`src/rtl/muldiv_pkg.sv`:
```
// Shared types, constants and the sign-correction helper for the RV32M unit.
package muldiv_pkg;

   typedef enum logic [2:0] {
      OP_MUL    = 3'd0,
      OP_MULH   = 3'd1,
      OP_MULHSU = 3'd2,
      OP_MULHU  = 3'd3,
      OP_DIV    = 3'd4,
      OP_DIVU   = 3'd5,
      OP_REM    = 3'd6,
      OP_REMU   = 3'd7
   } muldiv_op_t;

   typedef enum logic [1:0] {
      ST_IDLE = 2'd0,
      ST_CALC = 2'd1,
      ST_DONE = 2'd2
   } muldiv_state_t;

   localparam logic [31:0] DIV0_QUOT = 32'hFFFF_FFFF;
   localparam logic [31:0] INT_MIN   = 32'h8000_0000;

   // Turns the unsigned magnitude result back into the architectural result.
   // Sign flags are already zero for the unsigned flavours, so no extra gating.
   function automatic logic [31:0] sign_fix(input muldiv_op_t  op,
                                            input logic        neg_a,
                                            input logic        neg_b,
                                            input logic [63:0] prod,
                                            input logic [31:0] quot,
                                            input logic [31:0] rem);
      logic [63:0] p;
      logic [31:0] res;
      p = (neg_a ^ neg_b) ? -prod : prod;
      case (op)
         OP_MUL:                       res = p[31:0];
         OP_MULH, OP_MULHSU, OP_MULHU: res = p[63:32];
         OP_DIV, OP_DIVU:              res = (neg_a ^ neg_b) ? -quot : quot;
         default:                      res = neg_a ? -rem : rem;
      endcase
      return res;
   endfunction

endpackage

```
`src/rtl/execute_muldiv_if.sv`:
```
// ID/EX-to-muldiv handshake: operands and op select in, stall/result out.
interface execute_muldiv_if;
   logic        start_i;
   logic [2:0]  funct3_i;
   logic [31:0] op_a_i;
   logic [31:0] op_b_i;
   logic [4:0]  rd_i;
   logic        flush_i;
   logic        stall_o;
   logic        done_o;
   logic [31:0] result_o;
   logic [4:0]  rd_o;

   // Pipeline / hazard side.
   modport master (
      output start_i, funct3_i, op_a_i, op_b_i, rd_i, flush_i,
      input  stall_o, done_o, result_o, rd_o
   );

   // Multiply/divide unit side.
   modport slave (
      input  start_i, funct3_i, op_a_i, op_b_i, rd_i, flush_i,
      output stall_o, done_o, result_o, rd_o
   );
endinterface

```
`src/rtl/muldiv_core.sv`:
```
// Unsigned iterative datapath: radix-2 shift-add multiply or restoring divide,
// one bit per step. Exposes next-step values so the caller can capture the
// final result on the same edge as the last step.
module muldiv_core (
   input  logic        clk,
   input  logic        rst_n,
   input  logic        load_i,
   input  logic        step_i,
   input  logic        is_div_i,
   input  logic [31:0] a_i,
   input  logic [31:0] b_i,
   output logic        last_o,
   output logic [63:0] prod_o,
   output logic [31:0] quot_o,
   output logic [31:0] rem_o
);

   logic [4:0]  cnt_q;
   logic        is_div_q;
   logic [31:0] a_q;
   logic [31:0] b_q;
   logic [63:0] prod_q;
   logic [31:0] quot_q;
   logic [31:0] rem_q;

   logic [32:0] add_sum;
   logic [63:0] prod_d;
   logic [32:0] shifted;
   logic [32:0] diff;
   logic [31:0] rem_d;
   logic [31:0] quot_d;

   // Multiply: add multiplicand into the upper half when the current LSB is set,
   // then shift right; the carry becomes the new MSB.
   assign add_sum = {1'b0, prod_q[63:32]} + {1'b0, (prod_q[0] ? a_q : 32'd0)};
   assign prod_d  = {add_sum, prod_q[31:1]};

   // Divide: 33-bit trial subtract; bit 32 of the difference is the borrow.
   assign shifted = {rem_q, quot_q[31]};
   assign diff    = shifted - {1'b0, b_q};
   assign rem_d   = diff[32] ? shifted[31:0] : diff[31:0];
   assign quot_d  = {quot_q[30:0], ~diff[32]};

   assign last_o = (cnt_q == 5'd0);
   assign prod_o = prod_d;
   assign quot_o = quot_d;
   assign rem_o  = rem_d;

   // Load operands on start, then advance one bit per step.
   always_ff @(posedge clk) begin
      // NOTE: sequential state uses non-blocking assignments so every register
      // samples the pre-edge values, regardless of statement order.
      if (!rst_n) begin
         cnt_q    <= 5'd0;
         is_div_q <= 1'b0;
         a_q      <= 32'd0;
         b_q      <= 32'd0;
         prod_q   <= 64'd0;
         quot_q   <= 32'd0;
         rem_q    <= 32'd0;
      end else if (load_i) begin
         cnt_q    <= 5'd31;
         is_div_q <= is_div_i;
         a_q      <= a_i;
         b_q      <= b_i;
         prod_q   <= {32'd0, b_i};
         quot_q   <= a_i;
         rem_q    <= 32'd0;
      end else if (step_i) begin
         cnt_q <= cnt_q - 5'd1;
         if (is_div_q) begin
            quot_q <= quot_d;
            rem_q  <= rem_d;
         end else begin
            prod_q <= prod_d;
         end
      end
   end

endmodule

```
`src/rtl/execute_muldiv.sv`:
```
// Execute-stage RV32M unit: FSM, operand sign conditioning, divide fast path,
// flush handling and registered result outputs around muldiv_core.
module execute_muldiv
   import muldiv_pkg::*;
#(
   parameter int XLEN = 32
) (
   input logic             clk,
   input logic             rst_n,
   execute_muldiv_if.slave bus
);

   muldiv_state_t state_q;
   muldiv_op_t    op_q;
   logic          neg_a_q;
   logic          neg_b_q;
   logic [4:0]    rd_q;
   logic          done_q;
   logic [31:0]   result_q;
   logic [4:0]    rd_out_q;

   muldiv_op_t    op_in;
   logic          signed_a;
   logic          signed_b;
   logic          neg_a;
   logic          neg_b;
   logic [XLEN-1:0] mag_a;
   logic [XLEN-1:0] mag_b;
   logic          div_zero;
   logic          div_ovf;
   logic          fast;
   logic          accept;
   logic [31:0]   fast_res;
   logic [31:0]   calc_res;

   logic          core_last;
   logic [63:0]   core_prod;
   logic [31:0]   core_quot;
   logic [31:0]   core_rem;

   assign op_in = muldiv_op_t'(bus.funct3_i);

   // Decide which operands are interpreted as signed for the incoming op.
   always_comb begin
      // NOTE: defaults before the case keep every path assigned, so no latch.
      signed_a = 1'b0;
      signed_b = 1'b0;
      case (op_in)
         OP_MUL, OP_MULH, OP_DIV, OP_REM: begin
            signed_a = 1'b1;
            signed_b = 1'b1;
         end
         OP_MULHSU: signed_a = 1'b1;
         default: ;
      endcase
   end

   // |INT_MIN| wraps to INT_MIN, which is the right magnitude read as unsigned.
   assign neg_a = signed_a & bus.op_a_i[31];
   assign neg_b = signed_b & bus.op_b_i[31];
   assign mag_a = neg_a ? -bus.op_a_i : bus.op_a_i;
   assign mag_b = neg_b ? -bus.op_b_i : bus.op_b_i;

   // Cases with a fixed architectural answer skip the iterative datapath.
   assign div_zero = bus.funct3_i[2] && (bus.op_b_i == 32'd0);
   assign div_ovf  = ((op_in == OP_DIV) || (op_in == OP_REM)) &&
                     (bus.op_a_i == INT_MIN) && (bus.op_b_i == 32'hFFFF_FFFF);
   assign fast     = div_zero | div_ovf;

   // funct3[1] separates remainder ops from quotient ops within the divides.
   assign fast_res = div_zero ? (bus.funct3_i[1] ? bus.op_a_i : DIV0_QUOT)
                              : (bus.funct3_i[1] ? 32'd0      : INT_MIN);

   assign accept = (state_q == ST_IDLE) && bus.start_i && !bus.flush_i;

   muldiv_core u_core (
      .clk      (clk),
      .rst_n    (rst_n),
      .load_i   (accept && !fast),
      .step_i   ((state_q == ST_CALC) && !bus.flush_i),
      .is_div_i (bus.funct3_i[2]),
      .a_i      (mag_a),
      .b_i      (mag_b),
      .last_o   (core_last),
      .prod_o   (core_prod),
      .quot_o   (core_quot),
      .rem_o    (core_rem)
   );

   assign calc_res = sign_fix(op_q, neg_a_q, neg_b_q, core_prod, core_quot, core_rem);

   // Control FSM with registered completion outputs; flush always returns to IDLE.
   always_ff @(posedge clk) begin
      if (!rst_n) begin
         state_q  <= ST_IDLE;
         op_q     <= OP_MUL;
         neg_a_q  <= 1'b0;
         neg_b_q  <= 1'b0;
         rd_q     <= 5'd0;
         done_q   <= 1'b0;
         result_q <= 32'd0;
         rd_out_q <= 5'd0;
      end else begin
         done_q <= 1'b0;
         if (bus.flush_i) begin
            state_q <= ST_IDLE;
         end else begin
            case (state_q)
               ST_IDLE: begin
                  if (bus.start_i) begin
                     if (fast) begin
                        state_q  <= ST_DONE;
                        done_q   <= 1'b1;
                        result_q <= fast_res;
                        rd_out_q <= bus.rd_i;
                     end else begin
                        state_q <= ST_CALC;
                        op_q    <= op_in;
                        neg_a_q <= neg_a;
                        neg_b_q <= neg_b;
                        rd_q    <= bus.rd_i;
                     end
                  end
               end
               ST_CALC: begin
                  if (core_last) begin
                     state_q  <= ST_DONE;
                     done_q   <= 1'b1;
                     result_q <= calc_res;
                     rd_out_q <= rd_q;
                  end
               end
               default: state_q <= ST_IDLE;
            endcase
         end
      end
   end

   assign bus.stall_o  = !bus.flush_i &&
                         (((state_q == ST_IDLE) && bus.start_i) || (state_q == ST_CALC));
   assign bus.done_o   = done_q && !bus.flush_i;
   assign bus.result_o = result_q;
   assign bus.rd_o     = rd_out_q;

endmodule

```
`src/flat_wrapper.sv`:
```
// flat-port wrapper written by rule: the top's interface ports become plain ports
module execute_muldiv_flat import muldiv_pkg::*;
#(
   parameter int XLEN = 32
)
  (clk, rst_n, bus_start_i, bus_funct3_i, bus_op_a_i, bus_op_b_i, bus_rd_i, bus_flush_i, bus_stall_o, bus_done_o, bus_result_o, bus_rd_o);
  execute_muldiv_if bus_i ();
  input logic clk;
  input logic rst_n;
  input wire logic [$bits(bus_i.start_i)-1:0] bus_start_i;
  input wire logic [$bits(bus_i.funct3_i)-1:0] bus_funct3_i;
  input wire logic [$bits(bus_i.op_a_i)-1:0] bus_op_a_i;
  input wire logic [$bits(bus_i.op_b_i)-1:0] bus_op_b_i;
  input wire logic [$bits(bus_i.rd_i)-1:0] bus_rd_i;
  input wire logic [$bits(bus_i.flush_i)-1:0] bus_flush_i;
  output wire logic [$bits(bus_i.stall_o)-1:0] bus_stall_o;
  output wire logic [$bits(bus_i.done_o)-1:0] bus_done_o;
  output wire logic [$bits(bus_i.result_o)-1:0] bus_result_o;
  output wire logic [$bits(bus_i.rd_o)-1:0] bus_rd_o;
  assign bus_i.start_i = bus_start_i;
  assign bus_i.funct3_i = bus_funct3_i;
  assign bus_i.op_a_i = bus_op_a_i;
  assign bus_i.op_b_i = bus_op_b_i;
  assign bus_i.rd_i = bus_rd_i;
  assign bus_i.flush_i = bus_flush_i;
  assign bus_stall_o = bus_i.stall_o;
  assign bus_done_o = bus_i.done_o;
  assign bus_result_o = bus_i.result_o;
  assign bus_rd_o = bus_i.rd_o;
  execute_muldiv #(.XLEN(XLEN)) u_core (.clk(clk), .rst_n(rst_n), .bus(bus_i));
endmodule
```
`config.mk`:
```
export PLATFORM = sky130hd
export DESIGN_NAME = execute_muldiv_flat
export DESIGN_NICKNAME = d
export VERILOG_FILES = /design/src/rtl/muldiv_pkg.sv /design/src/rtl/execute_muldiv_if.sv /design/src/rtl/muldiv_core.sv /design/src/rtl/execute_muldiv.sv /design/src/flat_wrapper.sv
export SDC_FILE = /design/constraint.sdc
export NUM_CORES = 1
export LEC_CHECK = 0
export CELL_PAD_IN_SITES_DETAIL_PLACEMENT = 1
export CELL_PAD_IN_SITES_GLOBAL_PLACEMENT = 1
export CORE_ASPECT_RATIO = 1.25
export CORE_MARGIN = 5
export CORE_UTILIZATION = 30
export CTS_CLUSTER_DIAMETER = 120
export DETAILED_ROUTE_END_ITERATION = 6
export PLACE_DENSITY = 0.61
export RECOVER_POWER = 25
export REMOVE_ABC_BUFFERS = 1
export SLEW_MARGIN = 10
export SYNTH_ARGS = -nofsm -noshare
export SYNTH_HDL_FRONTEND = slang
export SYNTH_SLANG_ARGS = --single-unit
```
`constraint.sdc`:
```
create_clock -name clk -period 5.4 [get_ports clk]
set_input_delay 1.62 -clock clk [delete_from_list [all_inputs] [get_ports clk]]
set_output_delay 1.62 -clock clk [all_outputs]
set_load 0.01 [all_outputs]
```
# Word level (Yosys, flattened, before mapping)
# Index checks and enable logic that the tools add are counted.
[totals]
reg_bits = 248
out_inout_bits = 39
wordCells = 120
[classes]
n_addsub = 8
n_eq_ne = 16
muxes = 37
n_bitwise = 9
n_reduce_logical = 34
[ops]
columns = ["op", "n"]
rows = [
  ["32-bit two-way mux", 18],
  ["32-bit negator", 4],
  ["32-bit case mux with 3 select lines", 1],
  ["32-bit equality test (second input constant)", 2],
  ["64-bit two-way mux", 1],
  ["64-bit negator", 1],
  ["32-bit case mux with 2 select lines", 1],
  ["32-bit by 32-bit adder with 33-bit output", 1],
  ["33-bit by 32-bit subtractor with 33-bit output", 1],
  ["32-bit logical NOT", 1],
  ["5-bit two-way mux", 5],
  ["3-bit equality test (second input constant)", 4],
  ["5-bit case mux with 2 select lines", 1],
  ["2-bit AND reduction", 5],
  ["3-bit by 2-bit equality test with 1-bit output (second input constant)", 3],
  ["1-bit logical AND", 9],
  ["3-bit by 1-bit equality test with 1-bit output (second input constant)", 2],
  ["3-bit logical NOT", 2],
  ["2-bit two-way mux", 3],
  ["2-bit nonzero test", 3],
  ["2-bit OR reduction", 3],
  ["5-bit logical NOT", 1],
  ["1-bit two-way mux", 5],
  ["1-bit NOT", 5],
  ["17 further kinds", 22],
]

# Depth between registers and ports, before layout
[depth]
word_depth = 9
depth_mapped = 26

# Hierarchy
# From an unflattened synthesis, not the netlist that was laid out.
[unflattened]
cells_unflattened = 2730
area_unflattened_um2 = 20224.4
[by_module_without_submodules]
columns = ["mod", "n_inst", "cells_per_inst", "area_each_um2", "seq_area_each_um2"]
rows = [
  ["muldiv_core", 1, 1605, 12483.2, 3963.8],
  ["execute_muldiv", 1, 1125, 7741.2, 1001.0],
]

# Least setup slack after synthesis
# Ideal clock, no wire load.
[synth_path]
path_type = "reg-to-reg"
from = "reg u_core.u_core.quot_q[31]"
to = "reg u_core.result_q[30], in the netlist u_core.bus.result_o[30]"
setup_time_ns = 0.122
arrival_time_ns = 4.665
required_time_ns = 5.278
path_slack_ns = 0.613
path_stages_with_launch = 26
n_path_buf = 2
cell_sequence = "dfxtp_1 > inv_1 > ha_1 > inv_1 > fa_1 > a211oi_1 > or3_1 > a21oi_1 > o21a_1 > nor3_1 > nor2_2 > inv_1 > clkbuf_1 > clkbuf_1 > ha_1 > nand2b_1 > nor2b_1 > nand2_1 > nor2_1 > a31oi_1 > xor2_1 > a221oi_1 > o211ai_1 > a21oi_1 > nand4_1 > a2bb2oi_1"
[synth_via]
elab_chain_len = 7
elab_cells_between_ends = 10
classes_between = "add/sub: 3; mux: 6; bitwise: 1"
[synth_lines]
columns = ["element", "line_no", "rtl"]
rows = [
  ["start: declaration", "muldiv_core.sv:23", "logic [31:0] quot_q;"],
  ["start signal: assignment", "muldiv_core.sv:67", "quot_q <= a_i;"],
  ["start signal: assignment", "muldiv_core.sv:72", "quot_q <= quot_d;"],
  ["33-bit by 32-bit subtractor with 33-bit output", "muldiv_core.sv:40", "assign diff = shifted - {1'b0, b_q};"],
  ["32-bit two-way mux / 1-bit NOT (equally long branches)", "muldiv_core.sv:41, muldiv_core.sv:42", ""],
  ["32-bit negator, on equally long branches", "muldiv_pkg.sv:39, muldiv_pkg.sv:38", ""],
  ["32-bit two-way mux, on equally long branches", "muldiv_pkg.sv:39, muldiv_pkg.sv:38", ""],
  ["32-bit case mux with 3 select lines *", "muldiv_pkg.sv:35", "case (op)"],
  ["32-bit two-way mux *", "execute_muldiv.sv:126", "if (core_last) begin"],
  ["32-bit case mux with 2 select lines *", "execute_muldiv.sv:108", "case (state_q)"],
  ["end signal: assignment", "execute_muldiv.sv:114", "result_q <= fast_res;"],
  ["end signal: assignment", "execute_muldiv.sv:129", "result_q <= calc_res;"],
  ["end: declaration", "execute_muldiv.sv:19", "logic [31:0] result_q;"],
]
# Every way passes the cells marked *; elsewhere a longest branch is shown, timed or not. The select of a mux whose other input is x is not followed.
# A chain may end at the register's enable or synchronous reset.

# Worst setup path after layout
[layout_path]
from = "reg u_core.u_core.prod_q[0]"
to = "reg u_core.result_q[26], in the netlist u_core.bus.result_o[26]"
[layout_via]
elab_chain_len = 7
[layout_lines]
columns = ["element", "line_no", "rtl"]
rows = [
  ["start: declaration", "muldiv_core.sv:22", "logic [63:0] prod_q;"],
  ["start signal: assignment", "muldiv_core.sv:66", "prod_q <= {32'd0, b_i};"],
  ["start signal: assignment", "muldiv_core.sv:75", "prod_q <= prod_d;"],
  ["32-bit two-way mux *", "muldiv_core.sv:35", "assign add_sum = {1'b0, prod_q[63:32]} + {1'b0, (prod_q[0] ? a_q : 32'd0)};"],
  ["32-bit by 32-bit adder with 33-bit output *", "muldiv_core.sv:35", ""],
  ["64-bit negator", "muldiv_pkg.sv:34", "p = (neg_a ^ neg_b) ? -prod : prod;"],
  ["64-bit two-way mux *", "muldiv_pkg.sv:34", ""],
  ["32-bit case mux with 3 select lines *", "muldiv_pkg.sv:35", ""],
  ["32-bit two-way mux *", "execute_muldiv.sv:126", ""],
  ["32-bit case mux with 2 select lines *", "execute_muldiv.sv:108", ""],
]
# Marked as above.

==> run metrics <==
HPWL after DPL around 69 mm; power density over cell area 253.5 nW/um2; Routed WL 86.13 mm; worst-skew pair later-pin latency around 590 ps; crit path kind reg -> reg; CP max FO 27; crit path capture type flip-flop; Post-CTS Setup Inserts 0; max-slew violations 0; Power Total 5.644 mW; crit start category flip-flop; Sink Count 248; Die H 289.3 um; Final nets 2824; Worst Reg-to-Reg Cells 14; Reg clk slew, reported paths roughly 60 ps; Setup WS post-layout around 260 ps; synthesized area per cell ~7.3 um2; Gate Count Post-Synth around 2600; cts bufs inserted 28; Filler cells 7579; TritonCTS clock tree built; most common cell after layout, fill and taps aside nor2_1; I/O Pins about 120; GP Congestion 0.9322; Area contributors post-synth dfxtp_1 (27%), a21oi_1 (7.3%), nor2_1 (6.9%); Reg2Reg Setup Slack roughly 260 ps; R2R Path End u_core.bus.result_o[26]$_SDFFE_PN0P_; Register Area roughly 5000 um2; DRC 0; initial antenna violation count 3; largest net degree at the start of global routing 73; CP arrival 5610 ps; total grt overflow 0; outcome complete, no violations; Synth area leader dfxtp_1; RSZ-0062 raised after global routing no; most frequent cells in the layout nor2_1 (343), a21oi_1 (271), nand2_1 (256); Leak ~8.4 nW; vias per cell 5.717; Yosys top cell area share between 20% and 30%; Least-Margin Pin Slew ~940 ps; root buf cell clkbuf_16; Most used DFF post-synth dfxtp_1; Final Critical Period between 5000 and 6000 ps; Hold Fails Final Rpt 0; Routed Antenna Nets 0; fmax about 190 MHz; Setup-failing EPs final 0; critical path capture point u_core.bus.result_o[26]$_SDFFE_PN0P_; row count roughly 100; Synth Register Bits between 200 and 250; gr usage total about a quarter; Avg WL per Cell between 20 and 25 um; number of global-route vias before repair ~21000; initial core utilization 30.25%; area of the multi-input gates 12910 um2; CTS resizes 0; crit path from u_core.u_core.prod_q[0]$_SDFFE_PN0P_; DRT Pass-1 Iters 5; input/output buffers 114; Crit Reg-Reg Startpoint u_core.u_core.prod_q[0]$_SDFFE_PN0P_; first-pass GRT wire length around 130 mm; YS warnings 0; pre-CTS WS about 130 ps; EDFF count, synth 0; Max clock buf depth 3; worst hold path type reg -> reg; Setup Skew 30.27 ps; period utilization between 90% and 100%; via count roughly 20000; maxcap violations 0; H-tree lvl count 1; Synth async-reset ratio 0%; Mapped Area 18730 um2; Die X 233.5 um; DRT iter0 DRCs 1371; Core ar. 61900 um2; post-synthesis sequential area ratio 26.51%; relative slew slack 37.30%; CTS hold repair buffers 0; n_diodes 0; DIE AREA 67550 um2; Area Overhead vs Synth 18.87%; data required time of the critical path 5870 ps; Synth cell types 86; layout cells sized above 1 between 8 and 9%; Max VDD drop roughly 0.16 mV
==> area by class of cell <==
type                    count  area share [%]
clock buffers              38           3.727
clock inverters            14          0.5677
inverters                  75           1.276
multi-input cells        2084           58.00
flip-flops and latches    248           22.30
well taps                 832           4.677
repair buffers            238           9.444
==> flip-flops by register name, summed over array words and instances, names as in the netlist, 5 cells and up <==
register	flops
u_core.u_core.a_q	32
u_core.u_core.rem_q	32
u_core.u_core.quot_q	32
u_core.u_core.prod_q	64
u_core.u_core.b_q	32
u_core.rd_q	5
u_core.bus.rd_o	5
u_core.u_core.cnt_q	5
u_core.bus.result_o	32
==> power breakdown <==
part / total [mW] / internal [mW] / leakage, nW / switching (mW)
combinational: 1.61 / 0.595 / 5.92 / 1.01
clock: 2.04 / 1.17 / 0.482 / 0.867
sequential: 2.00 / 1.90 / 2.01 / 0.0993
total: 5.64 / 3.66 / 8.42 / 1.98
==> critical path, cell delays in order (launching register included) <==
cell,delay (ps)
dfxtp_1,520
buf_4,330
and2_1,190
ha_1,310
nand4_1,170
nor3b_1,570
nor2_1,130
o21ai_0,610
xor2_1,220
nor4_1,530
nand4_1,290
o41a_1,390
xor2_1,300
o221ai_1,240
a22o_1,240
==> synthesized netlist by cell type, types with 6 or more instances <==
| cell | n |
|---|---|
| o21bai_1 | 10 |
| and2_1 | 48 |
| o21a_1 | 16 |
| ha_1 | 71 |
| a21o_1 | 23 |
| nand4_1 | 30 |
| dfxtp_1 | 248 |
| or4_1 | 20 |
| o2111ai_1 | 6 |
| nor2_1 | 344 |
| o31ai_1 | 34 |
| a211oi_1 | 44 |
| nor2b_1 | 40 |
| a22o_1 | 10 |
| and3_1 | 15 |
| a31oi_1 | 41 |
| o41ai_1 | 12 |
| clkbuf_1 | 146 |
| xor2_1 | 90 |
| a22oi_1 | 6 |
| nand2b_1 | 17 |
| o22ai_1 | 6 |
| a311oi_1 | 12 |
| o221ai_1 | 20 |
| or3_1 | 29 |
| mux2i_1 | 30 |
| nor3_1 | 51 |
| a21boi_0 | 7 |
| buf_1 | 12 |
| o211ai_1 | 17 |
| a221oi_1 | 71 |
| nor4_1 | 20 |
| nand2_1 | 257 |
| xnor2_1 | 128 |
| a21oi_1 | 272 |
| or2_2 | 12 |
| o21ai_0 | 149 |
| nand3_1 | 32 |
| nand3b_1 | 8 |
| inv_1 | 75 |
==> cell families after synthesis <==
logic type	share of synthesized area (%)
simple gates	24.29
xor+xnor	10.20
compound gates	27.46
flops	26.51
mux	1.724
fa+ha+maj	4.958
buf+inv	4.864
==> worst min path at each step <==
stage          slack [ps]                            endpoint                                from  cells past startpoint
6_report              460  u_core.u_core.b_q[25]$_SDFFE_PN0P_  u_core.u_core.b_q[25]$_SDFFE_PN0P_                      2
4_1_cts               460         u_core.rd_q[0]$_SDFFE_PN0P_         u_core.rd_q[0]$_SDFFE_PN0P_                      2
5_1_grt               480         u_core.rd_q[0]$_SDFFE_PN0P_         u_core.rd_q[0]$_SDFFE_PN0P_                      2
3_3_place_gp          440         u_core.rd_q[1]$_SDFFE_PN0P_         u_core.rd_q[1]$_SDFFE_PN0P_                      2
3_5_place_dp          450         u_core.rd_q[0]$_SDFFE_PN0P_         u_core.rd_q[0]$_SDFFE_PN0P_                      2
2_1_floorplan         430   u_core.u_core.a_q[0]$_SDFFE_PN0P_   u_core.u_core.a_q[0]$_SDFFE_PN0P_                      2
==> metal layers <==
layer  part of all wire (%)  vias up  global-route usage (%)  wire [um]
met3                    3.4      163                   2.068       2932
li1                       -     9477                       -          -
met4                    4.8        0                   10.74       4119
met5                      0        -                       0          0
met1                     43    10040                   30.31      36620
met2                     49      492                   43.83      42460
==> metrics by stage <==
step           setup TNS (ps)  instance area (um2)  hold WS [ps]  std cells  utilization [%]
2_1_floorplan         -357710                18100         431.7       2407                -
3_3_place_gp                0                21330         441.5       3477            34.46
3_5_place_dp                0                21330         448.6       3477            34.46
4_1_cts                     0                22280         458.0       3529            36.00
5_1_grt                     0                22260         476.9       3529            35.96
6_report                    0                22260         455.8       3529            35.96
Note: power is estimated with default switching activity, not from simulation.
